### config.mk
export PLATFORM = sky130hd
export DESIGN_NAME = fir_dout_fifo
export DESIGN_NICKNAME = d
export VERILOG_FILES = /design/src/rtl/fir_stream_pkg.sv /design/src/rtl/fir_fifo_ram.sv /design/src/rtl/fir_dout_fifo.sv
export SDC_FILE = /design/constraint.sdc
export NUM_CORES = 1
export LEC_CHECK = 0
export CAP_MARGIN = 25
export CORE_MARGIN = 5
export CORE_UTILIZATION = 56
export CTS_BUF_LIST = sky130_fd_sc_hd__clkbuf_2
export CTS_CLUSTER_SIZE = 24
export DETAILED_ROUTE_END_ITERATION = 6
export HOLD_SLACK_MARGIN = 0.08
export PLACE_DENSITY = 0.75
export SYNTH_ARGS = -nofsm -noshare
export SYNTH_HDL_FRONTEND = slang
export SYNTH_HIERARCHICAL = 1
export SYNTH_SLANG_ARGS = --single-unit
### constraint.sdc
create_clock -name clk -period 3.8 [get_ports clk]
set_input_delay 0.76 -clock clk [delete_from_list [all_inputs] [get_ports clk]]
set_output_delay 0.76 -clock clk [all_outputs]
set_load 0.05 [all_outputs]
### src/rtl/fir_stream_pkg.sv
// Shared types and helpers for the FIR sample stream blocks.
package fir_stream_pkg;

    localparam int SAMPLE_WIDTH    = 16;
    localparam int DROP_CNT_WIDTH  = 16;

    typedef logic signed [SAMPLE_WIDTH-1:0] sample_t;
    typedef logic [DROP_CNT_WIDTH-1:0]      drop_cnt_t;

    // Address width for a buffer of the given depth (never below one bit).
    function automatic int addr_w(input int depth);
        return (depth < 2) ? 1 : $clog2(depth);
    endfunction

endpackage : fir_stream_pkg

### src/rtl/fir_fifo_ram.sv
// Sample storage: one synchronous write port, one asynchronous read port.
// The array is deliberately left unreset; validity is tracked by the owner.
module fir_fifo_ram #(
    parameter int DATA_WIDTH = 16,
    parameter int DEPTH      = 16,
    parameter int ADDR_W     = 4
) (
    input  logic                  clk,
    input  logic                  we,
    input  logic [ADDR_W-1:0]     waddr,
    input  logic [DATA_WIDTH-1:0] wdata,
    input  logic [ADDR_W-1:0]     raddr,
    output logic [DATA_WIDTH-1:0] rdata
);

    logic [DATA_WIDTH-1:0] mem [DEPTH];

    // Write the incoming sample on the clock edge when enabled.
    always_ff @(posedge clk) begin
        if (we) begin
            mem[waddr] <= wdata;
        end
    end

    // Head entry is read combinationally so the FIFO can fall through.
    always_comb begin
        rdata = mem[raddr];
    end

endmodule : fir_fifo_ram

### src/rtl/fir_dout_fifo.sv
// Output buffer behind the polyphase decimator: push-only input stream,
// valid/ready output, sticky overflow flag and saturating drop counter.
//
// Output handshake: dout_valid is high whenever a sample is held and does
// not depend on dout_ready; dout stays stable while dout_valid is high and
// dout_ready is low. A transfer happens on every clk edge where both
// dout_valid and dout_ready are high. The input side has no ready: a
// sample offered while full and not draining is dropped and counted.
module fir_dout_fifo
    import fir_stream_pkg::*;
#(
    parameter int DATA_WIDTH = 16,
    parameter int DEPTH      = 16,
    parameter int CNT_WIDTH  = 16
) (
    input  logic                          clk,
    input  logic                          rst,
    input  logic                          din_valid,
    input  logic [DATA_WIDTH-1:0]         din,
    output logic                          dout_valid,
    input  logic                          dout_ready,
    output logic [DATA_WIDTH-1:0]         dout,
    output logic [$clog2(DEPTH):0]        level,
    output logic                          overflow,
    output logic [CNT_WIDTH-1:0]          drop_count,
    input  logic                          clr_stats
);

    localparam int ADDR_W = addr_w(DEPTH);
    localparam int LVL_W  = $clog2(DEPTH) + 1;
    localparam logic [LVL_W-1:0] FULL_LVL = LVL_W'(DEPTH);

    logic [ADDR_W-1:0]     wr_ptr;
    logic [ADDR_W-1:0]     rd_ptr;
    logic [LVL_W-1:0]      level_q;
    logic [DATA_WIDTH-1:0] head_data;
    logic                  push;
    logic                  pop;
    logic                  drop;
    logic                  full;
    logic                  not_empty;

    fir_fifo_ram #(
        .DATA_WIDTH (DATA_WIDTH),
        .DEPTH      (DEPTH),
        .ADDR_W     (ADDR_W)
    ) u_ram (
        .clk   (clk),
        .we    (push),
        .waddr (wr_ptr),
        .wdata (din),
        .raddr (rd_ptr),
        .rdata (head_data)
    );

    // Push/pop/drop decisions; a pop frees a slot for a push in the same cycle.
    always_comb begin
        not_empty = (level_q != '0);
        full      = (level_q == FULL_LVL);
        pop       = not_empty && dout_ready;
        push      = din_valid && (!full || pop);
        drop      = din_valid && full && !pop;
    end

    // Pointers and occupancy; reset empties the buffer immediately.
    always_ff @(posedge clk or posedge rst) begin
        if (rst) begin
            wr_ptr  <= '0;
            rd_ptr  <= '0;
            level_q <= '0;
        end else begin
            if (push) begin
                wr_ptr <= wr_ptr + ADDR_W'(1);
            end
            if (pop) begin
                rd_ptr <= rd_ptr + ADDR_W'(1);
            end
            if (push && !pop) begin
                level_q <= level_q + LVL_W'(1);
            end else if (pop && !push) begin
                level_q <= level_q - LVL_W'(1);
            end
        end
    end

    // Drop statistics; a drop in the clearing cycle is counted after the clear.
    always_ff @(posedge clk or posedge rst) begin
        if (rst) begin
            overflow   <= 1'b0;
            drop_count <= '0;
        end else if (clr_stats) begin
            overflow   <= drop;
            drop_count <= drop ? CNT_WIDTH'(1) : '0;
        end else if (drop) begin
            overflow <= 1'b1;
            if (drop_count != '1) begin
                drop_count <= drop_count + CNT_WIDTH'(1);
            end
        end
    end

    // Output view derived from registered occupancy; zeroed when empty.
    always_comb begin
        dout_valid = not_empty;
        dout       = not_empty ? head_data : '0;
        level      = level_q;
    end

endmodule : fir_dout_fifo

After elaboration in Yosys (flattened, before gate mapping):

Memory sizes are Yosys's and may differ from the RTL's.
Index checks and enable logic that the tools add are counted.

* memory bits (writable): 256
* bits in registers: 30
* memories: 1

* equal/unequal tests: 2
* add/subtract/negate cells: 5
* muxes and demuxes: 11
* reductions and logical operators: 15

Memory list
* u_ram.mem: depth 16, width 16, rd ports 1, clocked after Yosys merged registers in 0, wr ports 1, RTL line fir_fifo_ram.sv:16 `logic [DATA_WIDTH-1:0] mem [DEPTH];`

Operators with widths (count)
* 16-bit 2-to-1 mux: 4
* 16-bit by 1-bit adder with 16-bit output (second input constant): 1
* 16-bit inequality test (second input constant): 1
* 5-bit 2-to-1 mux: 2
* 4-bit by 1-bit adder with 4-bit output (second input constant): 2
* 1-bit logical AND: 6
* 2-bit nonzero test: 3
* 5-bit by 1-bit adder with 5-bit output (second input constant): 1
* 5-bit equality test (second input constant): 1
* 1-bit 2-to-1 mux: 5
* 5-bit nonzero test: 1
* 5-bit by 1-bit subtractor with 5-bit output (second input constant): 1
* 1-bit logical NOT: 3
* 2-bit AND reduction: 1
* 1-bit logical OR: 1

Logic depth before layout (Yosys ltp):

* depth in word-level cells: 8
* depth in mapped cells: 9
* depth with buffers taken out: 9

By module:

Netlist, hierarchy kept.

Modules (own cells, without submodules)
* fir_fifo_ram: cells an instance 416, area each 9723.1 sq um, times used 1, sequential area each 7687.4 sq um
* fir_dout_fifo: cells an instance 179, area each 1776.7 sq um, times used 1, sequential area each 750.7 sq um

Least setup slack after synthesis:

Ideal clock, no wire load.

* kind: reg-to-reg
* start: reg level_q[0] (netlist: level[0])
* end: mem u_ram.mem[0][0] (enable)
* cell stages (with the launch flop): 5
* buffers on the path: 0
* setup slack: 0.486 ns
* arrival: 2.905 ns
* setup time: 0.409 ns
* cells stage by stage: dfrtp_1 > or4_1 > o31a_1 > or3b_2 > nor3_1

* cells in the longest elaborated chain, start to end: 6
* elaborated cells on any way between the ends: 8
* classes of those cells: 1 x eq/ne; 2 x mux; 5 x reduce/logical

RTL lines
* from (decl): RTL line fir_dout_fifo.sv:35 `logic [LVL_W-1:0] level_q;`
* from (signal assigned): RTL line fir_dout_fifo.sv:79 `level_q <= level_q + LVL_W'(1);`
* from (signal assigned): RTL line fir_dout_fifo.sv:81 `level_q <= level_q - LVL_W'(1);`
* 5-bit equality test or 5-bit nonzero test (tied branches): RTL line fir_dout_fifo.sv:59, fir_dout_fifo.sv:58
* 1-bit logical NOT or 1-bit logical AND (tied branches): RTL line fir_dout_fifo.sv:61, fir_dout_fifo.sv:60
* 1-bit logical OR *: RTL line fir_dout_fifo.sv:61 `push = din_valid && (!full || pop);`
* 1-bit logical AND *: RTL line fir_dout_fifo.sv:61
* net push: RTL line fir_dout_fifo.sv:37 `logic push;`
* 1-bit 2-to-1 mux *: RTL line fir_fifo_ram.sv:20 `if (we) begin`
* 1-bit 2-to-1 mux (not written as such) *: RTL line fir_fifo_ram.sv:21 `mem[waddr] <= wdata;`
* to (decl): RTL line fir_fifo_ram.sv:16

The timed path passes the listed nets; every way through them passes the cells marked *.

Final worst setup path:

* start: reg rd_ptr[0]
* end: out dout[8]

* cells in the longest elaborated chain, start to end: 2

RTL lines
* from (decl): RTL line fir_dout_fifo.sv:34 `logic [ADDR_W-1:0] rd_ptr;`
* from (signal assigned): RTL line fir_dout_fifo.sv:76 `rd_ptr <= rd_ptr + ADDR_W'(1);`
* memory 16 x 16 bit
* net head_data[8]: RTL line fir_dout_fifo.sv:36 `logic [DATA_WIDTH-1:0] head_data;`
* 16-bit 2-to-1 mux: RTL line fir_dout_fifo.sv:105 `dout = not_empty ? head_data : '0;`
* to (decl): RTL line fir_dout_fifo.sv:22 `output logic [DATA_WIDTH-1:0] dout,`

The timed path passes the listed nets, and every way through them passes these cells.

==> key figures <==
Status
  – Status: finished clean

Clocking
  – CTS tree: done
  – Clock latency on the worst-skew pair: 0.78 ns
  – Htree depth: 3
  – Clock buffer depth: 3
  – Num CTS Buffers: 69
  – Worst-path clk slew: 0.10 ns
  – TritonCTS Sinks: 286
  – Root Buffer: clkbuf_2

Synth
  – Synth async-reset ratio: 0.105
  – Post-synth top area cell: edfxtp_1
  – Count of cell types in the netlist: 46
  – Syn_nets: 624
  – FF+latch count, synth: 286
  – Primary FF master, synth: edfxtp_1
  – EDFF count, synth: 256
  – Post-synthesis sequential area ratio: 0.734
  – Share of the synthesized area in the top cell type: 0.668
  – Gate count after technology mapping: 595
  – Synth top area cells: edfxtp_1, mux4_2, dfrtp_1
  – Synth Area per Inst: 19.3 um^2
  – Area of the mapped netlist: 11500 um^2
  – Synthesis Warnings: 6

Critical path
  – RR Endpoint: level[4]
  – R2r startpoint: level[0]
  – R2r setup slk: 0.60 ns
  – CP startpoint kind: register
  – Arrival time at the worst endpoint: 2.87 ns
  – Crit path max-delay cell type: mux4_2
  – CP Depth: 7
  – R2R depth: 9
  – Slowest stage delay, CP: 0.50 ns
  – CP Max Fanout: 10
  – Critical Path RT: 3.04 ns
  – CP bufs+invs: 3
  – Critical path class: reg2out
  – Crit. End Element: primary output
  – Crit path cell chain: buf_6 -> buf_4 -> mux4_2 -> a22oi_1 -> nand2_1 -> and2_1 -> clkdlybuf4s15_2
  – CP top delay family: buffers and inverters

STA
  – Final-report max-slew violation count: 0
  – Fmax: 0.275 GHz
  – Worst hold slack: 0.487 ns
  – Final TNS setup: 0 ns
  – Crit share post-route: 0.955
  – Final setup violation count: 0
  – Worst-margin pin slew: 0.892 ns
  – Final Skew: 0.0539 ns
  – Hold Violations, Final: 0
  – RSZ-0062 raised after global routing: true
  – Post-layout min period: 3.63 ns
  – Worst slew margin: 0.404

Routing
  – Vias/cell: 6.06
  – Wire per inst: 23.3 um
  – Vias: 6357
  – Detailed-router iteration count before antenna repair: 5
  – DRC Markers: 0
  – Antenna viol nets, final: 0
  – Wirelength, routed: 24.5 mm
  – Iter 0 DRT Violations: 562

Global routing
  – Number of global-route vias before repair: 6562
  – GR Util All Layers: 0.212
  – First-pass GRT wire length: 37.7 mm
  – Met1 usage: 0.285
  – Gr ovfl total: 0
  – Met3 Track Usage GR: 0.0478
  – Met2 GRT Util: 0.347
  – GRT Max-Usage Layer: met2
  – Pin count of the biggest net entering global routing: 68
  – Initial antenna violation count: 1

Floorplanning
  – Total die area: 23500 um^2
  – Core box area: 20200 um^2
  – IO Pins: 60
  – Initial core utilization: 0.568
  – Die Y: 153 um
  – Die span in x: 153 um
  – Rows: 52

Layout
  – Final #Nets: 764
  – Commonest non-fill, non-tap cells in the layout: edfxtp_1, clkbuf_2, mux4_2
  – Layout area overhead: 14.2%
  – Layout cells sized above 1: 0.293
  – FF+latch area: 8440 um^2
  – Most common cell after layout, fill and taps aside: edfxtp_1
  – Filler cells: 1396
  – Multi-input combinational cell area: 2910 um^2

Pwr
  – Psw: 0.00357 W
  – Sequential power share: 0.420
  – Clock power frac: 0.192
  – Sw Share: 0.373
  – Pwr Density: 728 nW/um^2
  – Peak supply drop: 582 uV
  – Leak: 4.55 nW
  – Combinational cell fraction of total power: 0.389
  – Int Pwr: 0.00599 W

Hold path
  – Worst hold start: overflow
  – Hold path depth: 1
  – Worst Hold Class: reg2reg
  – Worst Hold End: overflow

Placed design
  – IO Port Bufs: 59
  – Routability Congestion: 0.812
  – DP HPWL: 14.5 mm

Job
  – Max-cap violations: 0
-- stage by stage --
step,total power (W),instances,worst slack (ns),util,area (um^2)
finish,0.00955,1049,0.169,0.649,13100
global route,0.0100,1048,-0.0387,0.649,13100
CTS,0.00965,1047,0.0102,0.649,13100
detailed placement,0.00786,932,0.480,0.621,12600
global placement,0.00778,931,0.536,0.621,12600
floorplan,0.00668,595,0.486,-,11500
-- layer usage --
| metal | up-vias | routed length, um | part of all wire |
|---|---|---|---|
| met3 | 47 | 2070 | 0.084 |
| met2 | 296 | 12500 | 0.51 |
| met4 | 0 | 523 | 0.021 |
| met5 | - | 0 | 0 |
| met1 | 3227 | 9430 | 0.39 |
| li1 | 2787 | - | - |
-- power groups by stage --
stage               Clock (W)  Sequential [W]  Combinational (W)
floorplan                   0         0.00411            0.00257
global placement            0         0.00408            0.00370
detailed placement          0         0.00411            0.00375
CTS                   0.00190         0.00401            0.00375
global route          0.00207         0.00405            0.00392
finish                0.00183         0.00401            0.00371
-- flip-flops by register name (all words and copies together) (netlist names) --
register and cells:
drop_count 16, level 5, rd_ptr 4, overflow 1, wr_ptr 4, u_ram/mem 256
-- how the worst max path moves through the flow --
stage | start | end | slack [ns]
3_3_place_gp | rd_ptr[0] | dout[15] | 0.54
5_1_grt | rd_ptr[0] | dout[4] | -0.04
6_report | rd_ptr[0] | dout[8] | 0.17
4_1_cts | rd_ptr[0] | dout[8] | 0.01
3_5_place_dp | dout_ready | level[4] | 0.48
2_1_floorplan | level[0] | u_ram/mem[0][0] | 0.49
-- final cells by class --
| class | instances | area share |
|---|---|---|
| Clock buffer | 104 | 0.0396 |
| Inverter | 5 | 0.00143 |
| Clock inverter | 9 | 0.00295 |
| Multi-Input combinational cell | 277 | 0.221 |
| Tap cell | 270 | 0.0257 |
| Sequential cell | 286 | 0.643 |
| Timing Repair Buffer | 96 | 0.0654 |
| Antenna cell | 2 | 0.000381 |
-- cells by family after synthesis --
kind of cell / after synthesis / synth area share
AND/OR/NAND/NOR: 118 / 0.0570
adder cells (fa/ha/maj): 8 / 0.00936
multiplexers: 70 / 0.134
flip-flops: 286 / 0.734
AO/OA/AOI/OAI: 71 / 0.0428
buffers and inverters: 32 / 0.0151
XOR/XNOR: 10 / 0.00762
-- Yosys cell counts, drive strengths merged, types with 8 or more instances --
cell type and n:
edfxtp 256, mux4 64, a22oi 32, dfrtp 30, nand2 26, nor2 20, and2 18, buf 16
a21oi 13, or4 12, clkbuf 11, nand3 10, o31ai 9, nand4 8
-- worst register-to-register path, delay by kind of cell (launching register included) --
kind,cells,cell delay [ns]
AOI/OAI and AO/OA,3,0.83
xor gates and xnor gates,1,0.14
adders and majority gates,2,0.69
buffers and inverters,1,0.11
DFF,1,0.50
muxes,1,0.26
and+or+nand+nor,1,0.58
-- repair_timing --
action,4_1_cts,5_1_grt
gates resized for setup,11,13
hold buffers,0,0
buffers inserted,2,0
setup endpoints to repair,14,9
No activity file was read; power rests on OpenSTA's default activity.
